$ cat config.mk
export PLATFORM = sky130hd
export DESIGN_NAME = dtcm_mc_arbiter
export DESIGN_NICKNAME = d
export VERILOG_FILES = /design/src/rtl/sophon_pkg.sv /design/src/rtl/dtcm_arb_pick.sv /design/src/rtl/dtcm_mc_arbiter.sv
export SDC_FILE = /design/constraint.sdc
export NUM_CORES = 1
export LEC_CHECK = 0
export CAP_MARGIN = 20
export CORE_AREA = 10 10 112 114
export DETAILED_ROUTE_END_ITERATION = 10
export DIE_AREA = 0 0 122 124
export GPL_TIMING_DRIVEN = 0
export SYNTH_ARGS = -nofsm -noshare
export SYNTH_HDL_FRONTEND = slang
export SYNTH_SLANG_ARGS = --single-unit
$ cat constraint.sdc
create_clock -name clk_i -period 3.85 [get_ports clk_i]
set_input_delay 0.385 -clock clk_i [delete_from_list [all_inputs] [get_ports clk_i]]
set_output_delay 0.385 -clock clk_i [all_outputs]
set_load 0.02 [all_outputs]
$ cat src/rtl/sophon_pkg.sv
// SOPHON shared types: LSU request/response bundles and DTCM arbiter modes.
package SOPHON_PKG;

    typedef struct packed {
        logic        req;
        logic [31:0] addr;
        logic [31:0] wdata;
        logic        we;
        logic [3:0]  strb;
    } lsu_req_t;

    typedef struct packed {
        logic        ack;
        logic        error;
        logic [31:0] rdata;
    } lsu_ack_t;

    typedef enum logic {
        ARB_FIXED = 1'b0,
        ARB_RR    = 1'b1
    } arb_mode_e;

endpackage

$ cat src/rtl/dtcm_arb_pick.sv
// DTCM grant picker: fixed priority (highest index) or round-robin
// starting one past the pointer.
module dtcm_arb_pick
    import SOPHON_PKG::*;
#(
    parameter int NUM_CH   = 2,
    parameter int ARB_MODE = 1,
    localparam int IW      = $clog2(NUM_CH)
) (
    input  logic [NUM_CH-1:0] elig_i,
    input  logic [IW-1:0]     ptr_i,
    output logic [NUM_CH-1:0] gnt_oh_o,
    output logic [IW-1:0]     gnt_idx_o,
    output logic              gnt_vld_o
);

    logic [NUM_CH-1:0] upper;

    always_comb begin
        upper = '0;
        for (int i = 0; i < NUM_CH; i++) begin
            upper[i] = elig_i[i] && (IW'(i) > ptr_i);
        end
    end

    // Round-robin: lowest eligible above the pointer, else lowest overall.
    always_comb begin
        gnt_idx_o = '0;
        gnt_vld_o = 1'b0;
        if (ARB_MODE == int'(ARB_FIXED)) begin
            for (int i = 0; i < NUM_CH; i++) begin
                if (elig_i[i]) begin
                    gnt_idx_o = IW'(i);
                    gnt_vld_o = 1'b1;
                end
            end
        end else begin
            for (int i = NUM_CH - 1; i >= 0; i--) begin
                if (elig_i[i]) begin
                    gnt_idx_o = IW'(i);
                    gnt_vld_o = 1'b1;
                end
            end
            for (int i = NUM_CH - 1; i >= 0; i--) begin
                if (upper[i]) begin
                    gnt_idx_o = IW'(i);
                end
            end
        end
    end

    always_comb begin
        gnt_oh_o = '0;
        for (int i = 0; i < NUM_CH; i++) begin
            gnt_oh_o[i] = gnt_vld_o && (gnt_idx_o == IW'(i));
        end
    end

endmodule

$ cat src/rtl/dtcm_mc_arbiter.sv
// Multi-channel DTCM arbiter with one-cycle registered ack.
// Optional macro DTCM_ARB_RANGE_CHECK_EN adds address window checking.
module dtcm_mc_arbiter
    import SOPHON_PKG::*;
#(
    parameter int NUM_CH   = 2,
    parameter int ARB_MODE = 1,
    parameter int DTCM_AW  = 14
) (
    input  logic        clk_i,
    input  logic        rst_i,
    input  lsu_req_t    ch_req_i [NUM_CH],
    output lsu_ack_t    ch_ack_o [NUM_CH],
    output logic        dtcm_req,
    output logic [31:0] dtcm_addr,
    output logic [31:0] dtcm_wdata,
    output logic        dtcm_we,
    output logic [3:0]  dtcm_be,
    input  logic [31:0] dtcm_rdata
);

    localparam int IW = $clog2(NUM_CH);

    if (NUM_CH < 2 || NUM_CH > 8 || DTCM_AW < 2 || DTCM_AW > 31) begin : g_bad_cfg
        $error("dtcm_mc_arbiter: unsupported NUM_CH or DTCM_AW");
    end

    logic              vld_q, vld_d;
    logic              err_q, err_d;
    logic [IW-1:0]     gidx_q, gidx_d;
    logic [IW-1:0]     ptr_q, ptr_d;
    logic [NUM_CH-1:0] elig;
    logic [NUM_CH-1:0] gnt_oh;
    logic [IW-1:0]     gnt_idx;
    logic              gnt_vld;
    lsu_req_t          sel;
    logic              oor;
    logic              go;

    // A channel with an access in flight sits out its ack cycle.
    always_comb begin
        elig = '0;
        for (int i = 0; i < NUM_CH; i++) begin
            elig[i] = ch_req_i[i].req && !rst_i
                      && !(vld_q && gidx_q == IW'(i));
        end
    end

    dtcm_arb_pick #(
        .NUM_CH   (NUM_CH),
        .ARB_MODE (ARB_MODE)
    ) u_pick (
        .elig_i    (elig),
        .ptr_i     (ptr_q),
        .gnt_oh_o  (gnt_oh),
        .gnt_idx_o (gnt_idx),
        .gnt_vld_o (gnt_vld)
    );

    always_comb begin
        sel = '0;
        for (int i = 0; i < NUM_CH; i++) begin
            if (gnt_oh[i]) begin
                sel = ch_req_i[i];
            end
        end
    end

`ifdef DTCM_ARB_RANGE_CHECK_EN
    assign oor = (sel.addr >> DTCM_AW) != 32'd0;
`else
    assign oor = 1'b0;
`endif

    assign go         = gnt_vld && sel.req && !oor;
    assign dtcm_req   = go;
    assign dtcm_addr  = go ? sel.addr  : 32'd0;
    assign dtcm_wdata = go ? sel.wdata : 32'd0;
    assign dtcm_we    = go && sel.we;
    assign dtcm_be    = go ? sel.strb  : 4'd0;

    always_comb begin
        vld_d  = gnt_vld;
        gidx_d = gnt_idx;
        err_d  = gnt_vld && oor;
        ptr_d  = gnt_vld ? gnt_idx : ptr_q;
    end

    always_ff @(posedge clk_i) begin
        if (rst_i) begin
            vld_q  <= 1'b0;
            err_q  <= 1'b0;
            gidx_q <= '0;
            ptr_q  <= IW'(NUM_CH - 1);
        end else begin
            vld_q  <= vld_d;
            err_q  <= err_d;
            gidx_q <= gidx_d;
            ptr_q  <= ptr_d;
        end
    end

    always_comb begin
        for (int i = 0; i < NUM_CH; i++) begin
            ch_ack_o[i] = '0;
            if (vld_q && !rst_i && gidx_q == IW'(i)) begin
                ch_ack_o[i].ack   = 1'b1;
                ch_ack_o[i].error = err_q;
                ch_ack_o[i].rdata = err_q ? 32'd0 : dtcm_rdata;
            end
        end
    end

endmodule

**After elaboration in Yosys (flattened, before gate mapping)**

Index checks and enable logic that the tools add are counted.

- Flip-flop bits (word level): 3
- Input port bits: 174
- Word-level logic and storage cells: 37
- Output and inout port bits: 138

- Bitwise logic cells: 2
- Magnitude comparators: 2
- Reduce and logical (&&, ||, !) cells: 18
- Multiplexer cells: 12

Operators with widths:

| cell | count |
|---|---|
| $mux 70 | 2 |
| $mux 34 | 2 |
| $mux 32 | 2 |
| $logic_and 1x1->1 | 15 |
| $mux 1 | 5 |
| $mux 4 | 1 |
| $logic_not 1->1 | 3 |
| $gt 1x1->1 const A | 2 |
| $not 1->1 | 2 |

**Depth between registers and ports, before layout**

Gate-level depths: netlist of the first run.

- Word-level depth: 13
- Gate-level depth with buffers: 6
- Depth with buffers taken out: 3

**By module**

From an unflattened synthesis of the first run, not the netlist that was laid out.

- Cells, all modules: 338
- Area total of the unflattened synthesis: 2576.2 µm²

Modules (own cells, without submodules):

| module | seq. area each (µm²) | cells each | times used | area an instance (µm²) |
|---|---|---|---|---|
| dtcm_mc_arbiter | 60.1 | 333 | 1 | 2543.7 |
| dtcm_arb_pick | 0.0 | 5 | 1 | 32.5 |

**Worst setup path after synthesis of the first run**

Ideal clock, no wire load.

- Kind: input to output
- From: in ch_req_i[69] (netlist bit)
- To: out dtcm_addr[0]
- Data required time: 3.465 ns
- Cell stages on the path: 4
- Slack: 1.937 ns
- Data arrival time: 1.528 ns
- Cell sequence: a21bo_2 -> a311oi_4 -> buf_6 -> a22o_1

- Word-level cells in the longest chain between the ends: 12
- Elaborated cells between the ends (all ways): 15
- Classes of those cells: mux (8); bitwise (1); reduce/logical (6)

Ends and longest elaborated chain:

| what | RTL line | source |
|---|---|---|
| from (decl) | dtcm_mc_arbiter.sv:12 | `input lsu_req_t ch_req_i [NUM_CH],` |
| $logic_and 1x1->1 | dtcm_mc_arbiter.sv:44 | `elig[i] = ch_req_i[i].req && !rst_i` |
| $logic_and 1x1->1 | dtcm_mc_arbiter.sv:45 | `&& !(vld_q && gidx_q == IW'(i));` |
| $mux 1 (2 in a row) | dtcm_arb_pick.sv:39 | `if (elig_i[i]) begin` |
| $mux 1 (2 in a row) | dtcm_arb_pick.sv:45 | `if (upper[i]) begin` |
| $not 1->1 | dtcm_arb_pick.sv:55 | `gnt_oh_o[i] = gnt_vld_o && (gnt_idx_o == IW'(i));` |
| $logic_and 1x1->1 | dtcm_arb_pick.sv:55 |  |
| $mux 70 (2 in a row) | dtcm_mc_arbiter.sv:63 | `if (gnt_oh[i]) begin` |
| $logic_and 1x1->1 | dtcm_mc_arbiter.sv:75 | `assign go = gnt_vld && sel.req && !oor;` |
| $mux 32 * | dtcm_mc_arbiter.sv:77 | `assign dtcm_addr = go ? sel.addr : 32'd0;` |
| to (decl) | dtcm_mc_arbiter.sv:15 | `output logic [31:0] dtcm_addr,` |

Every way passes the cells marked *; elsewhere a longest branch is shown, timed or not.

**Worst setup path in the final report of the first run**

- From: in ch_req_i[69] (netlist bit)
- To: out dtcm_addr[25]

The elaborated chain is that of the path after synthesis.

==> reports/qor.json, run 1 <==
{
  "timing.hold.worst.class": "in -> reg",
  "reg2reg_to": "gidx_q",
  "mostFrequentLayoutCells": "clkdlybuf4s50_1 (308), and2_1 (64), a22o_1 (60), clkbuf_1 (12), a22o_2 (9)",
  "grt_pass1_wl_mm": 19.0,
  "io-pin-count": 312,
  "drive_gt1_frac": 0.0551,
  "numCtsBuffers": 3,
  "hold-path-endpoint": "vld_q",
  "worst_endpoint_data_arrival_time_ns": 2.86,
  "placed_cells": 622,
  "drc": 0,
  "fin_crit_sh": 0.842,
  "global_route.usage.total": 0.161,
  "cts_root_buf": "clkbuf_8",
  "clkLatencyLatePin_ns": 0.22,
  "grt_antenna_before_repair": 0,
  "layout-area-overhead-vs-synth_pct": 245,
  "final_nets": 665,
  "netlist.area_leader.share": 0.390,
  "path_max_fanout": 10,
  "initial_utilization": 0.132,
  "fmax_ghz": 0.308,
  "seq_power_share": 0.053,
  "htree_num_levels": 1,
  "place_congestion": 0.855,
  "cts_post_setup_buffers_inserted": 0,
  "floorplan.die.width_microns": 122,
  "power_density_nw_per_um2": 148,
  "worst_ep_required_time_ns": 3.46,
  "power.clock.fraction": 0.132,
  "cp-start-kind": "input pin",
  "postCtsHoldBufs": 0,
  "instances_no_fill": 626,
  "synth_top_cell_by_area": "a22o_1",
  "synth_area_sq_um": 1350,
  "period_needed_ns": 3.24,
  "pwr-share-comb": 0.814,
  "leakage_uw": 0.00177,
  "core_sq_um": 10200,
  "net-switching-power_uw": 249,
  "worst-setup-path-type": "in -> out",
  "dpl.hpwl_mm": 11.9,
  "seq_area_frac_synth": 0.0446,
  "max_cap_violations": 0,
  "n_fill_cell": 1012,
  "syn_inst_count": 177,
  "clock_tree.buffer_depth": 2,
  "mostFrequentLayoutCell": "clkdlybuf4s50_1",
  "number_of_vias_per_cell": 4.23,
  "die-area_sq_um": 15100,
  "maximum_number_of_pins_on_one_net_before_global_route_repair": 11,
  "worst_hold_path_cell_count": 2,
  "timing.critical_path.to_type": "output pin",
  "io_buffers": 308,
  "grt_overflow_total": 0,
  "slew_headroom": 0.561,
  "cts_sinks": 3,
  "synth.yosys.warnings": 0,
  "drt-initial-drc-count": 135,
  "drt-wirelength-per-cell_microns": 21.6,
  "postSynthRegisterBits": 3,
  "timing.setup.tns_ns": 0,
  "report.final.setup_viol": 0,
  "syn-mean-instance-area_sq_um": 7.61,
  "cts.repair.resized": 0,
  "drt_first_pass_iters": 4,
  "internal_power_uw": 437,
  "cts_tree": "done",
  "p_sw_frac": 0.363,
  "dr_total_vias": 2645,
  "finalClockSkew_ns": 0.00337,
  "run_status": "finished, final reports clean",
  "synth.area.top_cells": "a22o_1 (39%), and2_1 (30%), a22o_2 (6.7%)",
  "first_global_vias": 2917,
  "antenna-diode-count": 0,
  "postRouteAntennaNets": 0,
  "postRouteWirelength_mm": 13.6,
  "hold_viol_final": 0,
  "r2r-start": "vld_q",
  "placement_rows": 37,
  "yosys.cell_types.count": 21,
  "worstMarginPinSlew_ns": 0.658,
  "clkSlewWorstSetupHoldPaths_ns": 0.03,
  "rrSetupSlack_ns": 2.35,
  "reg2reg_depth": 3,
  "setup_repair_after_global_routing_missed_its_margin": "false",
  "min-delay-start": "rst_i",
  "power.ir.vdd_worst_v": 0.000136,
  "die_height_microns": 124,
  "slew_viol_final": 0
}
==> flip-flops by register name, summed over array words and instances (netlist names) <==
signal,flops
ptr_q,1
vld_q,1
gidx_q,1
==> synthesized netlist by cell type, drive strengths merged <==
cell type	count
a311oi	1
conb	1
a21bo	1
a22o	69
clkbuf	12
nand2b	1
nor3b	1
and2	64
nor4bb	1
dfxtp	3
nor3	2
nor2	4
buf	12
inv	1
a211o	1
a21oi	1
nand2	2
==> critical path, stage by stage <==
cell             delay, ns
clkdlybuf4s50_1       0.50
a21bo_2               0.26
a311oi_4              0.61
buf_6                 0.23
a22o_1                0.16
clkdlybuf4s50_1       0.70
==> power groups by stage <==
stage / clock, uW / sequential [uW] / combinational (uW)
finish: 90.8 / 36.7 / 558
global placement: 0 / 36.9 / 559
detailed placement: 0 / 37.1 / 561
CTS: 93.8 / 36.6 / 566
floorplan: 0 / 36.5 / 207
global route: 98.0 / 36.9 / 590
==> routing by layer <==
layer	share of wire	wire, microns	GRT usage
met4	0.0026	35	0.00969
met1	0.37	5040	0.173
met3	0.13	1830	0.0860
met2	0.49	6650	0.287
met5	0	0	0
==> worst max path at each step <==
| stage | startpoint | endpoint | cells after the start |
|---|---|---|---|
| floorplan | ch_req_i[69] | dtcm_addr[0] | 4 |
| global placement | ch_req_i[139] | dtcm_wdata[23] | 6 |
| detailed placement | ch_req_i[69] | dtcm_addr[25] | 6 |
| CTS | ch_req_i[69] | dtcm_addr[25] | 6 |
| global route | ch_req_i[139] | dtcm_wdata[23] | 6 |
| finish | ch_req_i[69] | dtcm_addr[25] | 6 |
==> cell type report <==
class                      instances  area (sq um)  area share
clock buffer                       4          45.0     0.00969
buffer                            24           158      0.0339
timing repair buffer             308          3080       0.663
multi-input combinational        150          1130       0.243
inverter                           1          3.75    0.000807
tap                              136           170      0.0366
sequential                         3          60.1      0.0129
==> stage by stage <==
step | setup WS [ns] | hold WS [ns] | total power (uW) | area [sq um] | util
3_3_place_gp | 0.549 | 0.555 | 596 | 4600 | 0.450
5_1_grt | 0.420 | 0.495 | 725 | 4650 | 0.454
6_report | 0.607 | 0.479 | 686 | 4650 | 0.454
3_5_place_dp | 0.552 | 0.573 | 598 | 4600 | 0.450
2_1_floorplan | 1.94 | 0.539 | 244 | 1350 | -
4_1_cts | 0.544 | 0.479 | 696 | 4650 | 0.454
==> logic make-up (layout without fill, tap and decap cells) <==
kind of cell / after synthesis / count (layout) / share of synthesized area
simple gates: 75 / 75 / 0.339
compound gates: 73 / 73 / 0.494
buf+inv: 25 / 337 / 0.120
flops: 3 / 3 / 0.0446
other cells: 1 / 2 / 0.00278
(Power assumes the default switching activity.)
==> inputs of run 2 (changes only) <==
Clock period 3.85 ns to 3.3 ns, I/O delays scaled along.
==> run 2 against run 1 <==
Effect of this change:
- setup slack worse by 0.44 ns
- non-clock buffer count stayed put
- sequential power is 17% higher
==> reports/qor.json, run 2 (synthesis results as in run 1) <==
{
  "global_route.usage.total": {"value": 0.161, "change": "unchanged"},
  "numCtsBuffers": {"value": 3, "change": "unchanged"},
  "mostFrequentLayoutCells": {"value": "clkdlybuf4s50_1 (308), and2_1 (64), a22o_1 (60), clkbuf_1 (11), a22o_2 (9)", "change": "was clkdlybuf4s50_1 (308), and2_1 (64), a22o_1 (60), clkbuf_1 (12), a22o_2 (9)"},
  "timing.critical_path.to_type": {"value": "output pin", "change": "unchanged"},
  "final_nets": {"value": 665, "change": "unchanged"},
  "leakage": {"value": 0.00178, "unit": "uW", "change": "was 0.00177 uW"},
  "cts_sinks": {"value": 3, "change": "unchanged"},
  "floorplan.die.width": {"value": 122, "unit": "microns", "change": "unchanged"},
  "mostFrequentLayoutCell": {"value": "clkdlybuf4s50_1", "change": "unchanged"},
  "number_of_vias_per_cell": {"value": 4.22, "change": "was 4.23"},
  "setup_repair_after_global_routing_missed_its_margin": {"value": "false", "change": "unchanged"},
  "drt_first_pass_iters": {"value": 4, "change": "unchanged"},
  "worst_endpoint_data_arrival_time": {"value": 2.80, "unit": "ns", "change": "was 2.86 ns"},
  "cp-start-kind": {"value": "input pin", "change": "unchanged"},
  "worstMarginPinSlew": {"value": 0.658, "unit": "ns", "change": "about the same"},
  "buffers_inverters_on_critical_path": {"value": 3, "change": "unchanged"},
  "path_max_fanout": {"value": 10, "change": "unchanged"},
  "n_fill_cell": {"value": 1014, "change": "was 1012"},
  "die_height": {"value": 124, "unit": "microns", "change": "unchanged"},
  "hold_viol_final": {"value": 0, "change": "unchanged"},
  "layout-area-overhead-vs-synth": {"value": 245, "unit": "%", "change": "about the same"},
  "clkSlewWorstSetupHoldPaths": {"value": 0.03, "unit": "ns", "change": "about the same"},
  "maximum_number_of_pins_on_one_net_before_global_route_repair": {"value": 11, "change": "unchanged"},
  "cp_common_cell": {"value": "clkdlybuf4s50_1", "change": "unchanged"},
  "grt_pass1_wl": {"value": 19.0, "unit": "mm", "change": "unchanged"},
  "placement_rows": {"value": 37, "change": "unchanged"},
  "antenna-diode-count": {"value": 0, "change": "unchanged"},
  "fmax_ghz": 0.319,
  "report.final.setup_viol": {"value": 0, "change": "unchanged"},
  "max_stage_delay": {"value": 0.70, "unit": "ns", "change": "about the same"},
  "clock_tree.buffer_depth": {"value": 2, "change": "unchanged"},
  "drt-initial-drc-count": {"value": 135, "change": "unchanged"},
  "drc": {"value": 0, "change": "unchanged"},
  "initial_utilization": {"value": 0.132, "change": "unchanged"},
  "rrSetupSlack": {"value": 1.80, "unit": "ns", "change": "was 2.35 ns"},
  "worst_ep_required_time": {"value": 2.97, "unit": "ns", "change": "was 3.46 ns"},
  "timing.critical_path.cells": {"value": "clkdlybuf4s50_1, a21bo_2, a311oi_4, buf_6, a22o_1, clkdlybuf4s50_1", "change": "unchanged"},
  "run_status": {"value": "finished, final reports clean", "change": "unchanged"},
  "cts_post_setup_buffers_inserted": {"value": 0, "change": "unchanged"},
  "grt_overflow_total": {"value": 0, "change": "unchanged"},
  "cell_count_along_the_critical_path": {"value": 6, "change": "unchanged"},
  "grt_antenna_before_repair": {"value": 0, "change": "unchanged"},
  "worst-setup-path-type": {"value": "in -> out", "change": "unchanged"},
  "core": {"value": 10200, "unit": "sq um", "change": "unchanged"},
  "largestRegisters": {"value": "gidx_q: 1 flops, ptr_q: 1 flops, vld_q: 1 flops", "change": "unchanged"},
  "dpl.hpwl": {"value": 11.9, "unit": "mm", "change": "unchanged"},
  "timing.setup.tns": {"value": 0, "unit": "ns", "change": "unchanged"},
  "power_density": {"value": 172, "unit": "nW/um^2", "change": "was 148 nW/um^2"},
  "timing.hold.worst.class": {"value": "in -> reg", "change": "unchanged"},
  "first_global_vias": {"value": 2917, "change": "unchanged"},
  "finalClockSkew": {"value": 0.00337, "unit": "ns", "change": "unchanged"},
  "place_congestion": {"value": 0.855, "change": "unchanged"},
  "reg2reg_depth": {"value": 3, "change": "unchanged"},
  "power.ir.vdd_worst": {"value": 0.000159, "unit": "V", "change": "was 0.000136 V"},
  "clkLatencyLatePin": {"value": 0.22, "unit": "ns", "change": "about the same"},
  "slew_headroom": {"value": 0.561, "change": "about the same"},
  "worst_hold_path_cell_count": {"value": 2, "change": "unchanged"},
  "io_buffers": {"value": 308, "change": "unchanged"},
  "die-area": {"value": 15100, "unit": "sq um", "change": "unchanged"},
  "finalHoldWorstSlack": {"value": 0.424, "unit": "ns", "change": "was 0.479 ns"},
  "io-pin-count": {"value": 312, "change": "unchanged"},
  "postRouteAntennaNets": {"value": 0, "change": "unchanged"},
  "cts_tree": {"value": "done", "change": "unchanged"},
  "cts_root_buf": {"value": "clkbuf_8", "change": "unchanged"},
  "slew_viol_final": {"value": 0, "change": "unchanged"},
  "max_cap_violations": {"value": 0, "change": "unchanged"},
  "period_needed_ns": 3.13,
  "drive_gt1_frac": {"value": 0.0571, "change": "was 0.0551"},
  "postRouteWirelength": {"value": 13.6, "unit": "mm", "change": "about the same"},
  "drt-wirelength-per-cell": {"value": 21.6, "unit": "microns", "change": "about the same"},
  "dr_total_vias": {"value": 2643, "change": "was 2645"},
  "critical_path.slowest_cell": {"value": "clkdlybuf4s50_1", "change": "unchanged"},
  "cp_top_family": {"value": "buffers and inverters", "change": "unchanged"},
  "htree_num_levels": {"value": 1, "change": "unchanged"},
  "fin_crit_sh": 0.950
}
run 2: final timing paths:
path                      from       endpoint
setup / recovery  ch_req_i[69]  dtcm_addr[25]
hold / removal           rst_i          vld_q
setup reg to reg         vld_q         gidx_q
hold reg to reg          ptr_q          ptr_q
run 2: final cells by class:
| cell class | instances | area, sq um | share of cell area |
|---|---|---|---|
| Sequential cell | 3 | 60.1 | 0.0129 |
| Clock buffer | 4 | 45.0 | 0.00969 |
| Multi-Input combinational cell | 150 | 1130 | 0.243 |
| Inverter | 1 | 3.75 | 0.000807 |
| Buffer | 24 | 159 | 0.0342 |
| Timing Repair Buffer | 308 | 3080 | 0.663 |
| Tap cell | 136 | 170 | 0.0366 |
run 2: power breakdown:
group | switching (uW) | internal [uW]
clock network | 23.7 | 82.3
logic | 263 | 388
registers | 3.30 | 39.5
total | 290 | 510
run 2: what timing repair did:
action / 4_1_cts / 5_1_grt
endpoints found under the setup margin: 0 / 2
hold buffers: 0 / 0
hold endpoints to repair: 0 / 0
gates resized for setup: 0 / 2
run 2: through the flow:
step | utilization | setup slack, ns | power [uW] | instances | instance area, sq um
final | 0.455 | 0.167 | 801 | 626 | 4650
after global routing | 0.455 | 0.0228 | 846 | 626 | 4650
after CTS | 0.454 | 0.104 | 812 | 626 | 4650
after detailed placement | 0.450 | 0.112 | 698 | 622 | 4600
after global placement | 0.450 | 0.109 | 695 | 622 | 4600
after floorplan | - | 1.50 | 285 | 178 | 1350
run 2: per-layer routing:
layer | vias to the layer above | routed length (microns) | GRT usage
li1 | 1285 | - | -
met1 | 1171 | 5040 | 0.173
met4 | 0 | 35 | 0.00969
met3 | 5 | 1820 | 0.0860
met2 | 182 | 6650 | 0.287
met5 | - | 0 | 0
